[src/rtl/fifo_d_reader.sv]
// fifo_d_reader: round-robin reader for two destination FIFOs (D0, D1).
// Pops one word at a time, captures it the following cycle and presents it
// with a valid/ready handshake. Per-source delivered-word counters wrap.
module fifo_d_reader #(
    parameter int unsigned data_width  = 6,
    parameter int unsigned count_width = 8
) (
    input  logic                   clk,
    input  logic                   reset,
    input  logic                   enable,
    input  logic [data_width-1:0]  data_in_D0,
    input  logic [data_width-1:0]  data_in_D1,
    input  logic                   empty_D0,
    input  logic                   empty_D1,
    input  logic                   out_ready,
    output logic                   D0_pop,
    output logic                   D1_pop,
    output logic [data_width-1:0]  data_out,
    output logic                   valid_out,
    output logic                   dest_out,
    output logic [count_width-1:0] count_D0,
    output logic [count_width-1:0] count_D1,
    output logic                   busy
);

    localparam logic [1:0] ST_IDLE = 2'd0;
    localparam logic [1:0] ST_READ = 2'd1;
    localparam logic [1:0] ST_HOLD = 2'd2;

    logic [1:0]             state_q, state_d;
    logic [data_width-1:0]  data_q, data_d;
    logic                   dest_q, dest_d;
    logic                   valid_q, valid_d;
    logic [count_width-1:0] cnt_d0_q, cnt_d0_d;
    logic [count_width-1:0] cnt_d1_q, cnt_d1_d;
    logic                   last_q, last_d;   // last served source, 1 = D1
    logic                   sel_q, sel_d;     // source popped, awaiting capture

    logic                   pop0_c, pop1_c;
    logic                   try_c;            // a pop decision is taken this cycle
    logic                   ptr_c;            // last-served value used for the decision
    logic                   pick_c;

    // Next-state, datapath and pop-strobe decode
    always_comb begin
        state_d  = state_q;
        data_d   = data_q;
        dest_d   = dest_q;
        valid_d  = valid_q;
        cnt_d0_d = cnt_d0_q;
        cnt_d1_d = cnt_d1_q;
        last_d   = last_q;
        sel_d    = sel_q;
        pop0_c   = 1'b0;
        pop1_c   = 1'b0;
        try_c    = 1'b0;
        ptr_c    = last_q;
        pick_c   = 1'b0;

        case (state_q)
            ST_IDLE: begin
                try_c = 1'b1;
            end
            ST_READ: begin
                data_d  = sel_q ? data_in_D1 : data_in_D0;
                dest_d  = sel_q;
                valid_d = 1'b1;
                state_d = ST_HOLD;
            end
            ST_HOLD: begin
                if (out_ready) begin
                    valid_d = 1'b0;
                    if (dest_q) begin
                        cnt_d1_d = cnt_d1_q + count_width'(1);
                    end else begin
                        cnt_d0_d = cnt_d0_q + count_width'(1);
                    end
                    last_d  = dest_q;
                    ptr_c   = dest_q;
                    try_c   = 1'b1;
                    state_d = ST_IDLE;
                end
            end
            default: begin
                state_d = ST_IDLE;
            end
        endcase

        // Shared selection: sole non-empty source, else the one not served last
        if (try_c && enable && !(empty_D0 && empty_D1)) begin
            pick_c  = (!empty_D0 && !empty_D1) ? ~ptr_c : empty_D0;
            sel_d   = pick_c;
            state_d = ST_READ;
            pop0_c  = ~pick_c;
            pop1_c  = pick_c;
        end

        // A reset cycle never pops: the FIFO would lose a word nobody captures
        if (reset) begin
            pop0_c = 1'b0;
            pop1_c = 1'b0;
        end
    end

    // State and datapath registers with synchronous reset
    always_ff @(posedge clk) begin
        if (reset) begin
            state_q  <= ST_IDLE;
            data_q   <= '0;
            dest_q   <= 1'b0;
            valid_q  <= 1'b0;
            cnt_d0_q <= '0;
            cnt_d1_q <= '0;
            last_q   <= 1'b1;
            sel_q    <= 1'b0;
        end else begin
            state_q  <= state_d;
            data_q   <= data_d;
            dest_q   <= dest_d;
            valid_q  <= valid_d;
            cnt_d0_q <= cnt_d0_d;
            cnt_d1_q <= cnt_d1_d;
            last_q   <= last_d;
            sel_q    <= sel_d;
        end
    end

    assign D0_pop    = pop0_c;
    assign D1_pop    = pop1_c;
    assign data_out  = data_q;
    assign dest_out  = dest_q;
    assign valid_out = valid_q;
    assign count_D0  = cnt_d0_q;
    assign count_D1  = cnt_d1_q;
    assign busy      = (state_q != ST_IDLE);

endmodule

[config.mk]
export PLATFORM = sky130hd
export DESIGN_NAME = fifo_d_reader
export DESIGN_NICKNAME = d
export VERILOG_FILES = /design/src/rtl/fifo_d_reader.sv
export SDC_FILE = /design/constraint.sdc
export NUM_CORES = 1
export LEC_CHECK = 0
export BUFFER_PORTS_ARGS = -buffer_cell sky130_fd_sc_hd__buf_2
export CORE_ASPECT_RATIO = 1.1
export CORE_MARGIN = 5
export CORE_UTILIZATION = 45
export CTS_CLUSTER_DIAMETER = 60
export CTS_CLUSTER_SIZE = 16
export DETAILED_ROUTE_END_ITERATION = 7
export GPL_ROUTABILITY_DRIVEN = 0
export PLACE_DENSITY = 0.73
export SYNTH_ARGS = -nofsm -noshare
export SYNTH_HDL_FRONTEND = slang
export SYNTH_SLANG_ARGS = --single-unit
[constraint.sdc]
create_clock -name clk -period 2 [get_ports clk]
set_input_delay 0 -clock clk [delete_from_list [all_inputs] [get_ports clk]]
set_output_delay 0 -clock clk [all_outputs]
set_load 0.1 [all_outputs]
## Yosys cells after proc, flatten, opt, wreduce, memory -nomap -nowiden

Cells that the tools add are included.

- Logic and storage cells: 51
- Register bits after elaboration: 28

- Eq/ne operators: 5
- Bitwise gates (word level): 4
- Muxes and demuxes: 15
- Add/subtract/negate cells: 2
- Reductions and logical operators: 16

Operators with widths:

| kind | number |
|---|---|
| $add A8 B1 Y8 const B | 2 |
| $mux W1 | 10 |
| $mux W6 | 1 |
| $pmux W2 S3 | 1 |
| $reduce_and A2 Y1 | 3 |
| $reduce_and A3 Y1 | 2 |
| $logic_and A1 B1 Y1 | 4 |
| $ne A2 B2 Y1 const B | 2 |
| $not A1 Y1 | 4 |
| $pmux W1 S2 | 2 |
| $reduce_bool A2 Y1 | 2 |
| $logic_not A1 Y1 | 3 |
| $ne A3 B3 Y1 const B | 1 |
| $eq A2 B1 Y1 const B | 1 |
| $eq A2 B2 Y1 const B | 1 |
| $logic_not A2 Y1 | 1 |
| $mux W2 | 1 |
| $reduce_or A2 Y1 | 1 |

## Depth between registers and ports, before layout

Gate-level depths: netlist of the first run.

- Word-level depth: 7
- Gate-level depth with buffers: 5
- Mapped depth without buffers: 4

## Worst setup path before layout of the first run

Ideal clock, no wire load.

- Path type: register to output
- From: register dest_q, in the netlist dest_out
- To: output D0_pop
- Arrival time: 3908 ps
- Stages on the path, launching flop included: 5
- Data required time: 2000 ps
- Path slack: -1908 ps
- Cells stage by stage: dfxtp_1 -> buf_2 -> and4b_1 -> a211o_1 -> nor3b_1

- Word-level cells in the longest chain between the ends: 7

Ends and longest elaborated chain:

| item | RTL line | RTL |
|---|---|---|
| start: declaration | 32 | `logic dest_q, dest_d;` |
| start signal: assignment | 119 | `dest_q <= dest_d;` |
| $mux W1 (2 in series) | n/a |  |
| $not A1 Y1 | 91 | `pick_c = (!empty_D0 && !empty_D1) ? ~ptr_c : empty_D0;` |
| $mux W1 | 91 |  |
| $not A1 Y1 | 94 | `pop0_c = ~pick_c;` |
| $mux W1 | 90 | `if (try_c && enable && !(empty_D0 && empty_D1)) begin` |
| $mux W1 | 99 | `if (reset) begin` |
| end: declaration | 16 | `output logic D0_pop,` |

No other way between the ends.

## Final worst setup path of the first run

- From: register state_q[0]
- To: output D1_pop

- Word-level cells in the longest chain between the ends: 6

Ends and longest elaborated chain:

| item | RTL line | RTL |
|---|---|---|
| start: declaration | 30 | `logic [1:0] state_q, state_d;` |
| start signal: assignment | 117 | `state_q <= state_d;` |
| $eq A2 B2 Y1 or $logic_not A2 Y1 (tied branches) | 60 | `case (state_q)` |
| $pmux W1 S2 or $mux W1 (tied branches) | n/a |  |
| $logic_and A1 B1 Y1 or $not A1 Y1 (tied branches) | 90, 91 |  |
| $logic_and A1 B1 Y1 or $mux W1 (tied branches) | 90, 91 |  |
| $mux W1 * | 90 |  |
| $mux W1 * | 99 |  |
| end: declaration | 17 | `output logic D1_pop,` |

Mark *: on every way between the ends. The rest lies on a longest branch, timed or not.

==> results list, run 1 <==
- The flow ran to the end, and the final reports show no timing, DRC or antenna violations.
* Post-synth cell types: 41
- Die Area: 4150 µm²
* Antenna-violating nets left: 0
* Flop2flop setup slack: 0.51 ns
- For this design the static power due to leakage is 0.000734 µW.
* Mapped Avg Cell Area: 9.31 µm²
- Headroom to the max-slew limit came out at 63.6%.
- After floorplanning, the core was divided into 20 placement rows.
- The synthesized netlist devotes 1.88% of its cell area to adder and majority cells.
- Setup violations remaining at the end of the flow were counted as 0.
* Final HPWL from detailed placement: 2.28 mm
- Startpoint of the tightest hold check path: data_in_D0[1]
- Number of diodes added for antenna fixing: 0
* Final period util: 91.9%
- The number of global-route vias before repair was 1164.
- Buffers added to address setup during post-CTS repair amount to 0.
* # Max-Cap Violations: 0
- The share of synthesized area in the top cell type comes to 42.1%.
- Synth Instances: 143
* Post-synth EDFFs: 0
* Clock tree from TritonCTS: yes
- Crit. End Element: output pin
* Core Box Area: 2800 µm²
- Critical path required time: 2.00 ns
- Wire length of the first global-routing pass: 5.01 mm
- The detailed router finished its first iteration with 40 violations.
- Ranked by instance count, the synthesized netlist is headed by 28 x sky130_fd_sc_hd__dfxtp_1, 15 x sky130_fd_sc_hd__nor2_1, 13 x sky130_fd_sc_hd__a21oi_1.
- The synthesized design contains 28 register bits.
* Post-route setup TNS: 0 ns
- Most instantiated library cell after synthesis: sky130_fd_sc_hd__dfxtp_1
- The first TritonRoute pass finished after 4 iterations.
* Crit path launch type: flop
* Number of antenna violations at the first check in global routing: 0
* Die outline height: 67.0 µm
- Number of I/O port buffers: 44
- Wire length reported by the detailed router: 2.98 mm
- Launching point of the worst reg2reg path: state_q[0]
* Pin count of the biggest net entering global routing: 32
* Compound-gate portion of the synthesized area: 17.9%
- Worst slew pin tran: 0.545 ns
- 45 I/O pins were placed.
- Power spread over the standard cell area amounts to 631 nW/µm².
- Cells with a size suffix above 1 make up 34.1% of the layout.
- RSZ-0062 raised after global routing: false
- Layout net count: 206
* Worst Setup Slack, final: 0.161 ns
* Parity-gate share of the synthesized area counting xor and xnor cells: 1.32%
- Static timing analysis puts the maximum clock frequency at 0.544 GHz.
- Most area-consuming cells after synthesis: sky130_fd_sc_hd__dfxtp_1 42%, sky130_fd_sc_hd__mux2i_1 5.3%, sky130_fd_sc_hd__a21oi_1 4.9%
- Main flop type after synthesis: sky130_fd_sc_hd__dfxtp_1
- For this run, design rule violations remaining after detail routing come to 0.
- Dividing the detail-routed via count by the number of cells gives 5.56.
- Post-synthesis instance area: 1330 µm²
* Maximum clock insertion buffer count: 2
- After synthesis, the share of flip-flops with an asynchronous set or reset is 0%.
* Synthesized Nets: 163
- At the placement stage, the worst setup path has a slack of 0.338 ns.
- The detailed router placed 1213 vias in this run.
- The count of final hold-check violations came to 0.
- For this run, the total global-route usage over all layers was measured as 15.7%.
* Simple-Gate Fraction of Synth Area: 25.4%
* Max VDD drop: 0.000359 V
* Wirelength per Cell: 13.7 µm
- The clock reaches the later pin of the worst-skew pair after 0.31 ns.
* Area added between synthesis and finish: 23.7%
- Number of buffers created by CTS: 3
- Across the routed clock network, the largest skew measured is 0.00182 ns.
- In this run the worst hold path is classified as in -> reg.
- Worst Setup Path Type: reg -> out
- Of the post-synthesis cell area, the part taken by muxes is 6.95%.
* Worst setup path start: state_q[0]
* CTS root buf: sky130_fd_sc_hd__clkbuf_4
* Sequential share of the synthesized area: 42.1%
* CTS sink count: 28
- Number of warning messages in the yosys log: 0
- Cell accounting for the most synthesized area: sky130_fd_sc_hd__dfxtp_1
- Effective utilization at floorplan: 47.5%
- Grt total ovfl: 0
- Max Slew Vio Count: 0
* Combinational family with the most area after synthesis: simple AND/OR/NAND/NOR gates
- Min cycle time layout: 1.84 ns
* Worst endpoint data arrival time: 1.84 ns
- Die Width: 61.9 µm
* Highest net fanout along the worst path: 8
- H-Tree Depth: 1
- Clock slew at the register clock pins of the worst setup and hold paths: 0.14 ns
[layout by cell type (no fill, tap or decap), types with 2 or more instances in the layout]
cell type,count
sky130_fd_sc_hd__mux2_1,2
sky130_fd_sc_hd__o31ai_1,7
sky130_fd_sc_hd__dfxtp_2,5
sky130_fd_sc_hd__nand2_1,6
sky130_fd_sc_hd__o21ai_1,2
sky130_fd_sc_hd__or4_1,7
sky130_fd_sc_hd__nor2_1,15
sky130_fd_sc_hd__mux2i_1,7
sky130_fd_sc_hd__nand3_1,3
sky130_fd_sc_hd__nand4_1,2
sky130_fd_sc_hd__a21oi_1,12
sky130_fd_sc_hd__or3_1,2
sky130_fd_sc_hd__nand2b_1,2
sky130_fd_sc_hd__a211oi_1,6
sky130_fd_sc_hd__a211o_1,2
sky130_fd_sc_hd__buf_2,42
sky130_fd_sc_hd__ha_1,2
sky130_fd_sc_hd__clkbuf_4,3
sky130_fd_sc_hd__dfxtp_1,22
sky130_fd_sc_hd__o21ai_0,2
sky130_fd_sc_hd__inv_1,5
sky130_fd_sc_hd__xnor2_1,2
sky130_fd_sc_hd__nor2b_1,3
sky130_fd_sc_hd__buf_4,2
[sequential cells by signal, summed over array words and instances, names as in the netlist]
name	flops
valid_out	1
data_out	6
sel_q	1
count_D1	8
state_q	2
last_q	1
count_D0	8
dest_out	1
[worst paths after layout]
kind / cells past startpoint / to
worst min-delay path: 3 / data_out[1]
worst min register to register: 2 / count_D0[7]
worst max register to register: 3 / count_D1[7]
worst max-delay path: 4 / D1_pop
[cell type report]
class	instances	area [µm²]
Timing Repair Buffer	46	255
Tap cell	33	41.3
Fill cell	254	1160
Inverter	5	18.8
Multi-Input combinational cell	102	734
Clock buffer	4	26.3
Sequential cell	28	571
[stage by stage]
stage	hold slack (ns)	instances	utilization (%)	area, µm²	power (µW)
after CTS	0.00400	217	58.3	1630	1050
final	0.00795	218	58.8	1650	1040
after floorplan	0.112	143	-	1360	769
after global routing	0.00217	218	58.8	1650	1090
after global placement	0.338	213	57.0	1600	811
after detailed placement	0.358	213	57.0	1600	817
[power breakdown]
part           internal [µW]  total [µW]  switching [µW]  leakage, µW
Clock                   77.9         232             154    0.0000150
Sequential               573         591            18.2     0.000230
Combinational           58.8         216             157     0.000489
[cells by family after synthesis]
family	count (synthesis)
fa+ha+maj	2
xor+xnor	2
simple gates	53
buf+inv	13
compound gates	36
flops	28
mux	9
[worst max-delay path, cell delays in order (launching register included)]
cell	delay, ns
sky130_fd_sc_hd__dfxtp_1	0.47
sky130_fd_sc_hd__and4b_1	0.28
sky130_fd_sc_hd__a211o_1	0.34
sky130_fd_sc_hd__a21oi_2	0.23
sky130_fd_sc_hd__buf_12	0.20
[timing repair]
item	in CTS	in global routing
endpoints found under the hold margin	0	1
resized for setup	1	3
hold buffers	0	1
setup endpoints to repair	2	1
[layer usage]
| layer | GRT usage [%] | vias to the layer above | part of all wire (%) |
|---|---|---|---|
| met5 | 0 | - | 0 |
| met4 | 3.18 | 0 | 0.50 |
| met3 | 4.26 | 2 | 7.2 |
| met2 | 28.7 | 31 | 51 |
| met1 | 17.6 | 562 | 41 |
| li1 | - | 618 | - |
Note: power is estimated with default switching activity, not from simulation.
==> inputs of run 2 (changes only) <==
Settings changed: ABC_AREA set to 1, PLACE_DENSITY 0.73 to 0.74.
Clock period 2 ns to 1.75 ns, I/O delays scaled along.
==> run 2 against run 1 <==
Cell count up 25%. Clock skew up 0.0056 ns. Die area down 5.9%. Clock power up 17%. Clock-buffer cell count unchanged. Combinational power up 46%. Largest cell class unchanged. Largest power group unchanged.
==> results list, run 2 <==
* Wirelength per Cell: 10.9 µm
- In the final timing run, aggregate negative setup slack is 0 ns.
- The worst setup path is launched from an input pin.
* Critical path required time: 1.98 ns
- Mapped Avg Cell Area: 6.96 µm²
- Dominant cell type by count on the critical path: sky130_fd_sc_hd__dlygate4sd3_1
- Antenna-violating nets left: 0
- Worst Setup Path Type: in -> reg
- Measured along the x axis, the die boundary spans 60.0 µm.
- Minimum hold slack: 0.0651 ns
* H-Tree Depth: 1
- For this design the static power due to leakage is 0.000828 µW.
- Layout net count: 261
* Final period util: 93.6%
- Clock latency on the worst-skew pair: 0.32 ns
- The worst setup path is captured at a flop.
- Class of the most critical hold timing path: in -> reg
- Including well taps, the total number of placed cells is 254.
- CTS sink count: 28
- In this run the standard cell core region covers 2700 µm².
- From bottom edge to top edge, the die measures 65.0 µm.
- The tool flagged a number of max-cap violations equal to 0.
* Post-synthesis sequential element count: 28
- Wire length of the first global-routing pass: 4.97 mm
* Setup skew after layout: 0.00744 ns
- For the worst flop-to-flop path, the logic depth is 6.
* Flop2flop setup slack: 0.15 ns
* Area share of the largest cell type after synthesis: 45.3%
- The die covers 3900 µm².
- The worst register-to-register path begins at state_q[0].
* Number of warning messages in the yosys log: 0
- Cell accounting for the most synthesized area: sky130_fd_sc_hd__dfxtp_1
* Mean number of vias per cell: 4.95
- In this run the tool buffered the top-level ports with 44 buffer cells.
* Number of filler instances in the final layout: 249
* Leading cell type in the layout, fill and taps excluded: sky130_fd_sc_hd__buf_2
- Most area-consuming cells after synthesis: sky130_fd_sc_hd__dfxtp_1 45%, sky130_fd_sc_hd__nand2_1 12%, sky130_fd_sc_hd__a21oi_1 8.5%
* Synth async-reset ratio: 0%
- The total overflow left after global routing is 0.
* Final non-filler cell total: 273
- Setup violations remaining at the end of the flow were counted as 0.
- Counting instances, the worst hold path has a depth of 5.
* Drt initial violations: 35
- Synth Instances: 178
- Wires add up to 2.98 mm.
- For this run, the share of the core covered by cells in the final layout is 64.6%.
* Most instantiated library cell after synthesis: sky130_fd_sc_hd__nand2_1
* Pin count of the biggest net entering global routing: 16
* Row cnt: 20
- Max VDD drop: 0.000496 V
- 0 antenna diodes ended up in the layout.
- The mapped netlist covers 1240 µm².
- In this run the tightest slew margin relative to its limit is 67.3%.
- After clock tree synthesis, the clock-pin slew on the worst setup and hold paths is 0.15 ns.
- The synthesized netlist contains 17 unique library cells.
- For this design the top-level I/O count stands at 45.
- The flow ran to the end, and the final reports show no timing, DRC or antenna violations.
- In this run, CTS created clock tree buffers numbering 3.
- Hold Violations, Final: 0
* Clock tree from TritonCTS: yes
* Worst endpoint data arrival time: 1.87 ns
- Top cell types by occurrence after synthesis: 41 x sky130_fd_sc_hd__nand2_1, 28 x sky130_fd_sc_hd__dfxtp_1, 25 x sky130_fd_sc_hd__nor2_1
- Post-synth EDFFs: 0
* Iteration count of the initial detailed-routing pass: 5
- The largest single stage delay on the critical path is 0.56 ns.
- In the synthesized netlist the dominant register cell turns out to be sky130_fd_sc_hd__dfxtp_1.
- The number of global-route vias before repair came to 1253.
* End point of the worst hold path: sel_q
* Overall fraction of global-route tracks in use: 16.0%
- Max Slew Vio Count: 0
* Share of layout cells above drive strength 1: 27.5%
- Startpoint of the tightest hold check path: empty_D1
- The number of nets in the synthesized netlist is 198.
- For the finished layout, the period the worst path requires is 1.64 ns.
- Of all nets on the critical path, the largest fanout is 13.
- Maximum clock insertion buffer count: 2
- In this run the critical register-to-register path is captured at data_out[2].
* Area added between synthesis and finish: 40.9%
- Design Power: 1270 µW
- For this configuration, the core starts out at a cell density of 45.8%.
- Derived from the worst setup path, the maximum achievable clock frequency is 0.611 GHz.
- Sequential share of the synthesized area: 45.3%
* CTS root buf: sky130_fd_sc_hd__clkbuf_4
* Commonest non-fill, non-tap cells in the layout: 42 x sky130_fd_sc_hd__buf_2, 39 x sky130_fd_sc_hd__nand2_1, 23 x sky130_fd_sc_hd__nor2_1
* DRC violation count after routing: 0
* Worst slew pin tran: 0.494 ns
- Dividing total power by cell area gives a power density of 726 nW/µm².
* CP Buf/Inv Count: 5
* Final HPWL from detailed placement: 2.14 mm
- Count of vias placed by the detailed router: 1352
- The initial antenna violation count is 0.
* Crit-path slowest cell: sky130_fd_sc_hd__dlygate4sd3_1
* Largest delay contributor family on the critical path: buffers and inverters
- CP Cell Sequence: dlygate4sd3_1, buf_2, clkinvlp_4, buf_4, o21ai_0, a21oi_1, dlygate4sd3_1
==> run 2: logic make-up after synthesis <==
kind of cell | count (synthesis) | synth area share (%)
AND/OR/NAND/NOR | 85 | 29.1
buffers and inverters | 25 | 7.88
adder cells (fa/ha/maj) | 2 | 2.02
flip-flops | 28 | 45.3
AO/OA/AOI/OAI | 38 | 15.8
==> run 2: report_power, final <==
part / switching [µW] / internal [µW]
Clock: 183 / 89.1
Sequential: 18.1 / 660
Combinational: 228 / 87.8
Total: 430 / 837
==> run 2: final cells by class <==
type                            instances  area [µm²]  area share, %
Inverter                               21        86.3           4.95
Timing Repair Buffer                   62         423           24.2
Tap cell                               33        41.3           2.37
Sequential cell                        28         571           32.7
Clock buffer                            4        26.3           1.51
Multi-Input combinational cell        125         598           34.3
==> run 2: worst max path at each step <==
stage	startpoint	to	depth (start not counted)
after floorplan	count_D1[2]	count_D1[6]	5
after detailed placement	state_q[0]	count_D0[3]	8
after global placement	state_q[0]	count_D0[3]	8
final	reset	data_out[2]	7
after CTS	state_q[0]	D1_pop	8
after global routing	state_q[0]	D1_pop	8
==> run 2: metrics by stage <==
step	setup WS [ns]	instance area, µm²
5_1_grt	-0.00307	1750
3_5_place_dp	0.413	1560
4_1_cts	0.0629	1730
3_3_place_gp	0.454	1560
6_report	0.113	1750
2_1_floorplan	0.0165	1260
==> run 2: what timing repair did <==
action,4_1_cts,5_1_grt
hold endpoints to repair,11,0
endpoints found under the setup margin,0,8
hold buffers,15,0
gates resized for setup,0,6
buffers inserted,0,0
==> run 2: worst reg2reg max path: cells and delay by family (launching register included) <==
family	cells	cell delay (ns)
AOI/OAI and AO/OA	2	0.23
buffers and inverters	3	0.77
DFF	1	0.37
and+or+nand+nor	1	0.13
==> run 2: layer usage <==
metal	vias to the layer above	wire [µm]	track usage (%)
li1	699	-	-
met2	43	1500	28.0
met5	-	0	0
met1	606	1250	19.3
met3	4	201	2.79
met4	0	28	4.99
